<file path="config.mk">
export PLATFORM = sky130hd
export DESIGN_NAME = fp_mul_iter
export DESIGN_NICKNAME = d
export VERILOG_FILES = /design/src/rtl/fp_mul_iter.sv
export SDC_FILE = /design/constraint.sdc
export NUM_CORES = 1
export LEC_CHECK = 0
export BUFFER_PORTS_ARGS = -buffer_cell sky130_fd_sc_hd__clkbuf_2
export CORE_UTILIZATION = 54
export CTS_BUF_LIST = sky130_fd_sc_hd__clkbuf_8
export DETAILED_ROUTE_END_ITERATION = 8
export PLACE_DENSITY_LB_ADDON = 0.25
export SKIP_LAST_GASP = 1
export SYNTH_ARGS = -nofsm -noshare
export SYNTH_HDL_FRONTEND = slang
export SYNTH_SLANG_ARGS = --single-unit
</file>
<file path="constraint.sdc">
create_clock -name clk -period 3.5 [get_ports clk]
set_clock_uncertainty 0.05 [all_clocks]
set_input_delay 0.35 -clock clk [delete_from_list [all_inputs] [get_ports clk]]
set_output_delay 0.35 -clock clk [all_outputs]
set_load 0.02 [all_outputs]
</file>
<file path="src/rtl/fp_mul_iter.sv">
// fp_mul_iter -- iterative IEEE-754 single-precision multiplier.
//
// The 24x24 significand product is formed by a shift-add loop that retires
// RADIX_BITS multiplier bits per enabled clock, so a result takes
// NITER+1 = 24/RADIX_BITS + 1 enabled cycles from the start cycle.
// No denormal/NaN/Inf handling: a zero exponent on either operand gives
// z = 0, exponent overflow saturates the exponent field to 8'hFF, and
// exponent underflow gives z = 0.
//
// Parameters:
//   RADIX_BITS  multiplier bits retired per iteration (1, 2, 4 or 8)
//
// Ports:
//   clk    rising-edge clock
//   rst    asynchronous active-high reset
//   ce     clock enable; all state holds while low
//   run    operation request, held high until stall falls
//   x, y   operands, sampled only in the start cycle
//   stall  high while run is high and the result is not yet ready
//   z      product, valid once stall falls, stable until the next start
//   ovf    (FPMUL_FLAGS_EN only) current result overflowed
//   unf    (FPMUL_FLAGS_EN only) current result underflowed
//
// Optional feature macro: FPMUL_FLAGS_EN adds the ovf/unf ports.

module fp_mul_iter #(
  parameter int unsigned RADIX_BITS = 1
) (
  input  logic        clk,
  input  logic        rst,
  input  logic        ce,
  input  logic        run,
  input  logic [31:0] x,
  input  logic [31:0] y,
  output logic        stall,
  output logic [31:0] z
`ifdef FPMUL_FLAGS_EN
  ,
  output logic        ovf,
  output logic        unf
`endif
);

  localparam int unsigned NITER = 24 / RADIX_BITS;
  localparam int unsigned SW    = $clog2(NITER + 2);
  localparam int unsigned AW    = 24 + RADIX_BITS;

  localparam logic [SW-1:0] S_IDLE = '0;
  localparam logic [SW-1:0] S_LAST = SW'(NITER);
  localparam logic [SW-1:0] S_DONE = SW'(NITER + 1);

  logic [SW-1:0] s, s_next;
  logic [47:0]   p, p_iter;
  logic          sgn;
  logic [7:0]    xe, ye;
  logic [23:0]   yf;

  logic          start, iterate;
  logic [AW-1:0] acc;
  logic [47+RADIX_BITS:0] wide;

  logic [8:0]    e1;
  logic [24:0]   z0;
  logic          zero_in, ovf_c, unf_c;

  assign start   = run && (s == S_IDLE);
  assign iterate = run && (s != S_IDLE) && (s <= S_LAST);
  assign stall   = run && (s != S_DONE);

  // Sequence counter: 0 idle/start, 1..NITER iterating, NITER+1 result ready.
  always_comb begin
    s_next = s;
    if (!run)
      s_next = S_IDLE;
    else if (s != S_DONE)
      s_next = s + SW'(1);
  end

  // One shift-add step: the low RADIX_BITS of P select a multiple of the
  // multiplicand, which is added into the upper half; the sum keeps its
  // carry bits, and the whole {sum, low half} is shifted right. The low
  // half of P starts as the x significand and is consumed from the bottom
  // as product bits arrive at the top.
  always_comb begin
    acc    = {{RADIX_BITS{1'b0}}, p[47:24]}
           + AW'(p[RADIX_BITS-1:0]) * AW'(yf);
    wide   = {acc, p[23:0]};
    p_iter = wide[47+RADIX_BITS:RADIX_BITS];
  end

  always_ff @(posedge clk or posedge rst) begin
    if (rst) begin
      s   <= '0;
      p   <= '0;
      sgn <= 1'b0;
      xe  <= '0;
      ye  <= '0;
      yf  <= '0;
    end else if (ce) begin
      s <= s_next;
      if (start) begin
        sgn <= x[31] ^ y[31];
        xe  <= x[30:23];
        ye  <= y[30:23];
        yf  <= {1'b1, y[22:0]};
        p   <= {24'b0, 1'b1, x[22:0]};
      end else if (iterate) begin
        p <= p_iter;
      end
    end
  end

  // Result formatting is purely combinational from the held state, so z
  // stays put from the end of the iterations until the next start cycle.
  // e1 is evaluated modulo 512: codes 256..383 are overflow, 384..511
  // (including negative exponents) are underflow.
  always_comb begin
    e1      = {1'b0, xe} + {1'b0, ye} - 9'd127 + {8'b0, p[47]};
    z0      = p[47] ? (p[47:23] + 25'd1) : (p[46:22] + 25'd1);
    zero_in = (xe == 8'd0) || (ye == 8'd0);
    ovf_c   = !zero_in && (e1[8:7] == 2'b10);
    unf_c   = !zero_in && (e1[8:7] == 2'b11);
    if (zero_in || unf_c)
      z = '0;
    else if (ovf_c)
      z = {sgn, 8'hFF, z0[23:1]};
    else
      z = {sgn, e1[7:0], z0[23:1]};
  end

`ifdef FPMUL_FLAGS_EN
  assign ovf = ovf_c;
  assign unf = unf_c;
`endif

endmodule

</file>
==> flow_summary_export.csv, run 1 <==
group,metric,value,unit
yosys,synth_compound_area_share,16.9,%
route,routedWlPerCell,17.0,um
yosys,yosysMostFrequentCell,"nand2_1",
layout,utilization,70.2,%
timing,max_freq,0.270,GHz
worst_setup_path,critPathKind,"reg -> out",
route,finalWirelength,17400,um
yosys,synthSimpleGateAreaFrac,18.9,%
worst_setup_path,reg2reg_depth,10,
yosys,synth_warnings,0,
placement,gp_congestion,0.958,
timing,hold_violations,0,
clock_tree,cts.path.max_buffers,2,
die,die_h,114,um
outcome,status,"finished, violations left",
yosys,synth_top_family_by_area,"simple AND/OR/NAND/NOR gates",
global_routing,grt_first_pass_wirelength,27900,um
clock_tree,cts_tree,"done",
timing,period_share,106,%
layout,n_fill_cell,922,
worst_setup_path,timing.critical_path.from_type,"flip-flop",
yosys,synth_top_cell_by_area,"dfrtp_1",
clock_tree,cts_sinks,94,
worst_setup_path,critPathRequiredTime,3100,ps
min_path,min_path_type,"in -> reg",
global_routing,grt_pass1_vias,5817,
route,first_pass_iters,5,
yosys,synth_fa_ha_area_share,8.70,%
layout,fin_nets,962,
yosys,synth_edf_count,0,
yosys,synthTopCellsByCount,"97 x nand2_1, 94 x dfrtp_1, 55 x o21ai_0",
worst_setup_path,path_max_fanout,3,
clock_tree,clk_latency,380,ps
placement,hpwl,12000,um
yosys,synth.mux.area_fraction,12.4,%
die,io_pins,101,
timing,worst_pin_slew,722,ps
worst_setup_path,r2r_start,"p[0]",
die,die_w,114,um
yosys,yosys_register_bits,94,
placement,dp.cells,984,
yosys,synth_top_cells_by_area,"dfrtp_1 35%, ha_1 8.1%, mux2_2 7.5%",
yosys,netlist_area,0.00679,mm^2
timing,drv_slew,0,
die,num_rows,40,
die,die_area,0.0130,mm^2
yosys,synth_top_flop_cell,"dfrtp_1",
timing,setup_viol,32,
yosys,syn_nets,849,
yosys,synth_cells,735,
layout,finalNonFillerCells,1020,
clock_tree,path_clk_slew,110,ps
timing,fin_ws,-205,ps
worst_setup_path,endpoint_kind,"primary output",
outcome,failed_checks,"setup timing",
yosys,yosys.cell_types.count,72,
placement,port-buffer-count,100,
timing,fin_crit,3700,ps
yosys,syn_avg_cell_area,9.24,um^2
route,ant_nets,0,
layout,drive_gt1_share,29.5,%
global_routing,grt_overflow,0,
global_routing,antenna_found_initial,0,
timing,slew_headroom,51.5,%
power_and_ir_drop,max-vdd-ir-drop,973,uV
timing,tns,-4140,ps
yosys,synth_top_area_share,34.6,%
job,cap_violations,0,
global_routing,grtUsageTotal,27.0,%
die,coreArea,0.0121,mm^2
global_routing,grt_max_degree,72,
timing,rsz0062_at_grt,"yes",
worst_setup_path,worstPathArrival,3300,ps
power_and_ir_drop,p_per_area,1030,mW/mm^2
clock_tree,cts_made_buffers,9,
power_and_ir_drop,leakagePower,0.00384,uW
layout,area_growth,25.2,%
yosys,synth-xor-area-share,5.16,%
yosys,ys_seq_area_share,34.6,%
route,drt_iter0_markers,384,
worst_setup_path,crit_chain,"clkinv_4 > ha_4 > inv_2 > ha_4 > inv_2 > fa_2 > inv_2 > a21o_1 > a41o_1 > o41ai_4 > xnor2_1 > a21o_2 > buf_4 > buf_8 > a221oi_4 > clkbuf_8",
worst_setup_path,r2r_end,"p[45]",
die,start_util,56.1,%
route,routed_via_density,5.84,
timing,hold_slack,144,ps
clock_tree,cts-root-buf,"clkbuf_8",
layout,n_antenna_cell,0,
worst_setup_path,ff2ff_setup_slack,410,ps
worst_setup_path,crit_path_frequent_cell,"inv_2",
worst_setup_path,endpoint,"z[3]",
yosys,ys_async_sr_fraction,100,%
worst_setup_path,slowest_stage,"dfrtp_1",
worst_setup_path,cp_slowest_stage_delay,420,ps
worst_setup_path,cp-startpoint,"p[47]",
route,vias,5960,
route,drcViolationCount,0,
clock_tree,cts.htree.levels,3,
metal layers:
layer | wire length, um | GRT usage (%)
met1 | 7240 | 33.7
met2 | 9000 | 48.9
met3 | 850 | 3.76
met4 | 276 | 7.01
met5 | 0 | 0
per-stage QoR:
| step | total power [uW] | instance area (um^2) | setup slack, ps |
|---|---|---|---|
| floorplan | 5170 | 7030 | 51.6 |
| global placement | 6000 | 7680 | 117 |
| detailed placement | 6180 | 7680 | 2.65 |
| CTS | 8050 | 8340 | -149 |
| global route | 9260 | 8500 | -341 |
| finish | 8780 | 8500 | -205 |
how the worst min path moves through the flow:
stage	startpoint	end	slack (ps)	depth (start not counted)
6_report	y[13]	yf[13]	140	2
4_1_cts	y[13]	yf[13]	140	2
3_3_place_gp	rst	ye[1]	230	2
2_1_floorplan	yf[23]	yf[23]	380	1
3_5_place_dp	rst	xe[1]	230	2
5_1_grt	y[14]	yf[14]	140	2
logic make-up after synthesis:
family / count (synthesis)
adder cells (fa/ha/maj): 46
flip-flops: 94
multiplexers: 78
AND/OR/NAND/NOR: 257
XOR/XNOR: 40
buffers and inverters: 50
AO/OA/AOI/OAI: 170
report_power, final:
group / leakage [uW] / switching, uW / internal (uW)
sequential: 0.00117 / 390 / 1440
combinational: 0.00256 / 3120 / 3130
clock: 0.000101 / 382 / 321
total: 0.00384 / 3900 / 4890
flip-flops by register name (all words and copies together) (netlist names):
name,count
yf,24
p,48
xe,8
sgn,1
ye,8
s,5
critical path: cells and delay by family (launching register included):
| family | cells | cell delay, ps |
|---|---|---|
| buf+inv | 7 | 670 |
| xor+xnor | 1 | 140 |
| compound gates | 5 | 1110 |
| flops | 1 | 420 |
| fa+ha+maj | 3 | 610 |
cell usage in the layout, fill, tap and decap left out, types with 18 or more instances in the layout:
cell type and instances:
mux2_2 45, and2_1 30, nand2_1 91, nor2_1 26, clkbuf_2 68, o21ai_0 55
a21oi_1 34, dfrtp_1 94, ha_1 41, xor2_1 18, mux2i_1 31, buf_4 28
xnor2_1 21, clkbuf_8 24
area by class of cell:
class / count / area, um^2 / share of cell area [%]
clock inverter: 6 / 56.3 / 0.662
multi-input combinational: 591 / 4580 / 53.9
clock buffer: 9 / 124 / 1.46
sequential: 94 / 2350 / 27.7
inverter: 18 / 73.8 / 0.868
tap: 168 / 210 / 2.47
timing repair buffer: 134 / 1110 / 13.0
what timing repair did:
| action | in CTS | in global routing |
|---|---|---|
| endpoints found under the hold margin | 15 | 0 |
| setup buffers | 13 | 7 |
| gates resized for setup | 71 | 47 |
| setup endpoints to repair | 32 | 32 |
| pin swaps | 5 | 5 |
| hold buffers | 1 | 0 |
| gates cloned | 1 | 1 |
(Power assumes the default switching activity.)
==> run 2, diff against run 1 <==
--- a/config.mk
+++ b/config.mk
@@ -6,6 +6,7 @@
 export NUM_CORES = 1
 export LEC_CHECK = 0
 export BUFFER_PORTS_ARGS = -buffer_cell sky130_fd_sc_hd__clkbuf_2
+export CORE_ASPECT_RATIO = 1.1
 export CORE_UTILIZATION = 54
 export CTS_BUF_LIST = sky130_fd_sc_hd__clkbuf_8
 export DETAILED_ROUTE_END_ITERATION = 8
==> run 2 against run 1 <==
Combinational power decreased by 3.2%. The flow still finishes with violations (setup timing). Design area decreased by 0.26%. Routed wire length decreased by 2.7%. Final cell count decreased by 1.2%. Power decreased by 2.0%. Non-clock buffer count unchanged.
==> flow_summary_export.csv, run 2 (synthesized netlist as in run 1, its figures left out) <==
group,metric,value,unit
outcome,status,"finished, violations left",
outcome,failed_checks,"setup timing",
timing,drv_slew,0,
clock_tree,cts_made_buffers,9,
route,drt_iter0_markers,382,
route,finalWirelength,16900,um
route,vias,5866,
global_routing,antenna_found_initial,0,
timing,worst_pin_slew,1040,ps
clock_tree,path_clk_slew,90,ps
timing,slew_headroom,30.4,%
clock_tree,cts_tree,"done",
clock_tree,cts_sinks,94,
worst_setup_path,crit_chain,"clkinv_4 > ha_4 > inv_2 > ha_4 > inv_2 > fa_2 > inv_2 > a21o_1 > a41o_1 > o41ai_4 > xnor2_2 > a21o_4 > buf_4 > nor2_4 > buf_4",
die,die_w,109,um
worst_setup_path,cp.buffers_inverters,6,
timing,rsz0062_at_grt,"yes",
die,coreArea,0.0121,mm^2
min_path,min_path_type,"in -> async",
timing,hold_violations,0,
route,drcViolationCount,0,
route,ant_nets,0,
worst_setup_path,cp_slowest_stage_delay,420,ps
timing,tns,-1730,ps
die,start_util,55.9,%
power_and_ir_drop,max-vdd-ir-drop,1160,uV
timing,hold_slack,75.5,ps
placement,port-buffer-count,100,
worst_setup_path,path_delay_family,"compound AO/OA/AOI/OAI gates",
timing,setup_viol,32,
layout,reg_top3,"p (48), yf (24)",
die,die_h,120,um
power_and_ir_drop,leakagePower,0.00383,uW
layout,area_growth,24.9,%
global_routing,grt_first_pass_wirelength,27700,um
worst_setup_path,critPathRequiredTime,3100,ps
worst_setup_path,critPathKind,"reg -> out",
placement,gp_congestion,0.887,
worst_setup_path,endpoint_kind,"primary output",
die,die_area,0.0130,mm^2
timing,period_share,103,%
die,io_pins,101,
layout,largest_reg_flops,48,
clock_tree,clk_latency,390,ps
worst_setup_path,slowest_stage,"dfrtp_1",
layout,mostFrequentLayoutCells,"94 x dfrtp_1, 90 x nand2_1, 69 x clkbuf_2",
global_routing,grt_max_degree,72,
job,cap_violations,0,
layout,n_antenna_cell,0,
clock_tree,cts.htree.levels,3,
global_routing,grt_pass1_vias,5710,
route,first_pass_iters,4,
layout,utilization,69.9,%
global_routing,grtUsageTotal,27.4,%
clock_tree,cts-root-buf,"clkbuf_8",
power_and_ir_drop,p_per_area,1020,mW/mm^2
route,routed_via_density,5.82,
timing,max_freq,0.278,GHz
worst_setup_path,crit_path_frequent_cell,"inv_2",
route,routedWlPerCell,16.8,um
worst_setup_path,cp-startpoint,"p[47]",
placement,hpwl,12000,um
layout,layout_commonest_cell,"dfrtp_1",
clock_tree,postCtsHoldBufs,0,
timing,fin_crit,3600,ps
layout,fin_nets,963,
worst_setup_path,r2r_start,"p[0]",
worst_setup_path,worstPathArrival,3200,ps
worst_setup_path,timing.critical_path.from_type,"flip-flop",
worst_setup_path,path_max_fanout,8,
global_routing,grt_overflow,0,
die,num_rows,42,
layout,drive_gt1_share,30.1,%
timing,fin_ws,-98.6,ps
layout,top_register,"p",
clock_tree,cts.path.max_buffers,2,
==> run 2: changes by cell type in the layout (fill, tap and decap cells not counted), moves of 2 or more <==
cell | before | now
buf_12 | 5 | 0
nor2_2 | 2 | 0
xnor2_1 | 21 | 19
a21o_4 | 0 | 2
nand2_2 | 5 | 7
buf_8 | 9 | 22
xnor2_2 | 0 | 2
clkbuf_8 | 24 | 14
buf_6 | 7 | 9
inv_1 | 15 | 13
==> run 2: area by class of cell <==
cell class,count,area (um^2)
well taps,154,193
fillers,920,3660
clock buffers,9,124
clock inverters,7,73.8
multi-input cells,592,4600
repair buffers,134,1060
flip-flops and latches,94,2350
inverters,18,73.8
==> run 2: final timing paths <==
kind | to | slack [ps] | cells after the start
hold / removal | s[0] | 80 | 2
max in group asynchronous | p[22] | 2510 | 3
setup reg to reg | p[45] | 460 | 10
hold reg to reg | yf[23] | 420 | 1
setup / recovery | z[22] | -100 | 15
min in group clk | yf[5] | 130 | 2
==> run 2: repair_timing <==
action	4_1_cts	5_1_grt
resized for setup	73	52
setup buffers	6	2
gates cloned	1	0
endpoints found under the setup margin	32	32
pin swaps	12	13
hold endpoints to repair	0	0
==> run 2: through the flow <==
stage / instance area [um^2] / power, uW / cells / worst slack (ps)
3_3_place_gp: 7750 / 6150 / 983 / -33.3
5_1_grt: 8480 / 9150 / 1008 / -236
3_5_place_dp: 7750 / 6290 / 983 / -71.1
2_1_floorplan: 7030 / 5170 / 735 / 51.6
6_report: 8480 / 8610 / 1008 / -98.6
4_1_cts: 8330 / 8080 / 1006 / -102
==> run 2: layer usage <==
metal | track usage (%) | vias to the layer above | routed length [um]
li1 | - | 2871 | -
met1 | 36.2 | 2799 | 7530
met2 | 45.2 | 166 | 8390
met3 | 3.26 | 30 | 621
met4 | 11.1 | 0 | 361
met5 | 0 | - | 0
==> run 2: power by group <==
| part | leakage [uW] | internal (uW) | total [uW] | switching [uW] |
|---|---|---|---|---|
| Sequential | 0.00117 | 1440 | 1820 | 385 |
| Combinational | 0.00256 | 2970 | 6050 | 3070 |
| Clock | 0.0000996 | 333 | 744 | 412 |
| Total | 0.00383 | 4740 | 8610 | 3870 |
==> run 3, diff against run 2 <==
--- a/config.mk
+++ b/config.mk
@@ -7,10 +7,12 @@
 export LEC_CHECK = 0
 export BUFFER_PORTS_ARGS = -buffer_cell sky130_fd_sc_hd__clkbuf_2
 export CORE_ASPECT_RATIO = 1.1
+export CORE_MARGIN = 5
 export CORE_UTILIZATION = 54
 export CTS_BUF_LIST = sky130_fd_sc_hd__clkbuf_8
 export DETAILED_ROUTE_END_ITERATION = 8
-export PLACE_DENSITY_LB_ADDON = 0.25
+export PLACE_DENSITY = 0.79
+export SETUP_SLACK_MARGIN = 0.2
 export SKIP_LAST_GASP = 1
 export SYNTH_ARGS = -nofsm -noshare
 export SYNTH_HDL_FRONTEND = slang
==> run 3 against run 2 <==
The flow still finishes with violations (setup timing). Critical path depth increased by 1. Global-route usage decreased by 4.8 points. Sequential cell count unchanged. Via count decreased by 0.53%. Combinational power decreased by 4.1%. Design area decreased by 1.3%. Count of clock-buffer cells in the layout unchanged. Sequential power about the same. Critical endpoint is now z[14]. Largest cell class unchanged.
==> flow_summary_export.csv, run 3 (synthesized netlist as in run 1, its figures left out) <==
group,metric,value,unit
die,die_w,117,um
layout,reg_top3,"p (48), yf (24)",
timing,hold_slack,55.3,ps
layout,utilization,67.0,%
worst_setup_path,timing.critical_path.from_type,"flip-flop",
worst_setup_path,crit_chain,"clkinv_8 > ha_4 > inv_2 > ha_4 > inv_2 > fa_2 > inv_2 > a21o_1 > a41o_1 > o41ai_4 > xnor2_1 > a21o_2 > buf_6 > buf_16 > nor2_2 > clkbuf_2",
power_and_ir_drop,leakagePower,0.00378,uW
clock_tree,cts_sinks,94,
clock_tree,clk_latency,360,ps
worst_setup_path,cp.buffers_inverters,7,
layout,drive_gt1_share,28.3,%
die,num_rows,43,
min_path,min_path_type,"in -> async",
power_and_ir_drop,comb_power_share,68.8,%
timing,drv_slew,0,
worst_setup_path,critPathRequiredTime,3100,ps
outcome,status,"finished, violations left",
timing,tns,-2610,ps
worst_setup_path,endpoint_kind,"primary output",
power_and_ir_drop,p_clk_share,9.3,%
placement,placed_area,0.00769,mm^2
placement,port-buffer-count,100,
timing,period_share,104,%
clock_tree,path_clk_slew,90,ps
power_and_ir_drop,seqPwrFrac,22.0,%
die,die_area,0.0149,mm^2
layout,fin_nets,951,
power_and_ir_drop,power_switching,3690,uW
global_routing,grt_first_pass_wirelength,27200,um
route,drt_iter0_markers,360,
clock_tree,cts.path.max_buffers,2,
route,vias,5835,
route,drcViolationCount,0,
timing,fin_ws,-145,ps
layout,area_growth,23.2,%
route,routedWlPerCell,16.8,um
clock_tree,cts_tree,"done",
layout,stdcell_area,0.00837,mm^2
route,first_pass_iters,5,
route,finalWirelength,16800,um
outcome,failed_checks,"setup timing",
timing,hold_violations,0,
die,io_pins,101,
die,coreArea,0.0125,mm^2
layout,layout_commonest_cell,"nand2_1",
worst_setup_path,path_max_fanout,7,
layout,top_register,"p",
die,start_util,54.4,%
die,die_h,128,um
worst_setup_path,crit_path_frequent_cell,"inv_2",
layout,n_antenna_cell,0,
timing,slew_headroom,42.7,%
power_and_ir_drop,totalPowerFinal,8430,uW
worst_setup_path,path_delay_family,"compound AO/OA/AOI/OAI gates",
timing,setup_viol,30,
worst_setup_path,slowest_stage,"dfrtp_2",
timing,fin_crit,3640,ps
layout,largest_reg_flops,48,
global_routing,grt_overflow,0,
worst_setup_path,worstPathArrival,3240,ps
global_routing,antenna_found_initial,0,
timing,worst_pin_slew,859,ps
global_routing,grtUsageTotal,22.6,%
route,routed_via_density,5.84,
clock_tree,cts-root-buf,"clkbuf_8",
power_and_ir_drop,p_per_area,1010,mW/mm^2
placement,gp_congestion,0.925,
power_and_ir_drop,p_int,4740,uW
clock_tree,cts.htree.levels,3,
layout,mostFrequentLayoutCells,"96 x nand2_1, 93 x dfrtp_1, 69 x clkbuf_2",
worst_setup_path,cp_slowest_stage_delay,430,ps
job,cap_violations,0,
placement,hpwl,12600,um
timing,rsz0062_at_grt,"yes",
global_routing,grt_max_degree,72,
route,ant_nets,0,
power_and_ir_drop,max-vdd-ir-drop,1910,uV
global_routing,grt_pass1_vias,5699,
clock_tree,cts_made_buffers,9,
power_and_ir_drop,swShare,43.8,%
timing,max_freq,0.274,GHz
worst_setup_path,critPathKind,"reg -> out",
-- run 3: timing repair --
item,CTS,global route
hold endpoints to repair,0,0
resized for setup,46,56
pin swaps,7,6
gates cloned,2,1
setup endpoints to repair,32,33
setup buffers,7,4
hold buffers,0,0
-- run 3: final cells by class --
cell class | count | area, um^2
timing repair buffer | 123 | 983
clock inverter | 7 | 96.3
clock buffer | 9 | 124
tap | 157 | 196
multi-input combinational | 591 | 4530
sequential | 94 | 2350
inverter | 18 | 81.3
fill | 957 | 4120
-- run 3: power by group through the flow --
stage               Sequential, uW  Clock, uW  Combinational [uW]
floorplan                     1690          0                3540
global placement              1830          0                4160
detailed placement            1860          0                4310
CTS                           1840        802                5250
global route                  1900        849                6210
finish                        1850        781                5800
-- run 3: per-stage QoR --
stage | setup WS (ps) | instances
floorplan | 129 | 735
global placement | 180 | 969
detailed placement | 104 | 969
CTS | -103 | 994
global route | -288 | 999
finish | -145 | 999
-- run 3: worst reg2reg max path, stage by stage (launching register included) --
cell and delay, ps:
dfrtp_1 510, and2_1 230, ha_1 200, fa_1 400, a21o_1 200, a22o_1 250, a311oi_2 380, o2111ai_1 220
a41o_1 280, xnor2_1 130, o31ai_1 180
-- run 3: path summary, 6_finish.rpt --
kind	start	endpoint	slack, ps	depth (start not counted)
setup / recovery	p[47]	z[14]	-140	16
hold / removal	rst	s[0]	60	2
setup reg to reg	p[0]	p[45]	370	10
hold reg to reg	yf[23]	yf[23]	410	1
max in group asynchronous	rst	p[24]	2610	3
min in group clk	y[26]	ye[3]	150	2
-- run 3: layer usage --
layer	up-vias	track usage [%]	wire length (um)
li1	2856	-	-
met1	2793	29.6	7130
met2	162	38.6	8580
met3	24	3.79	814
met4	0	6.14	289
met5	-	0	0
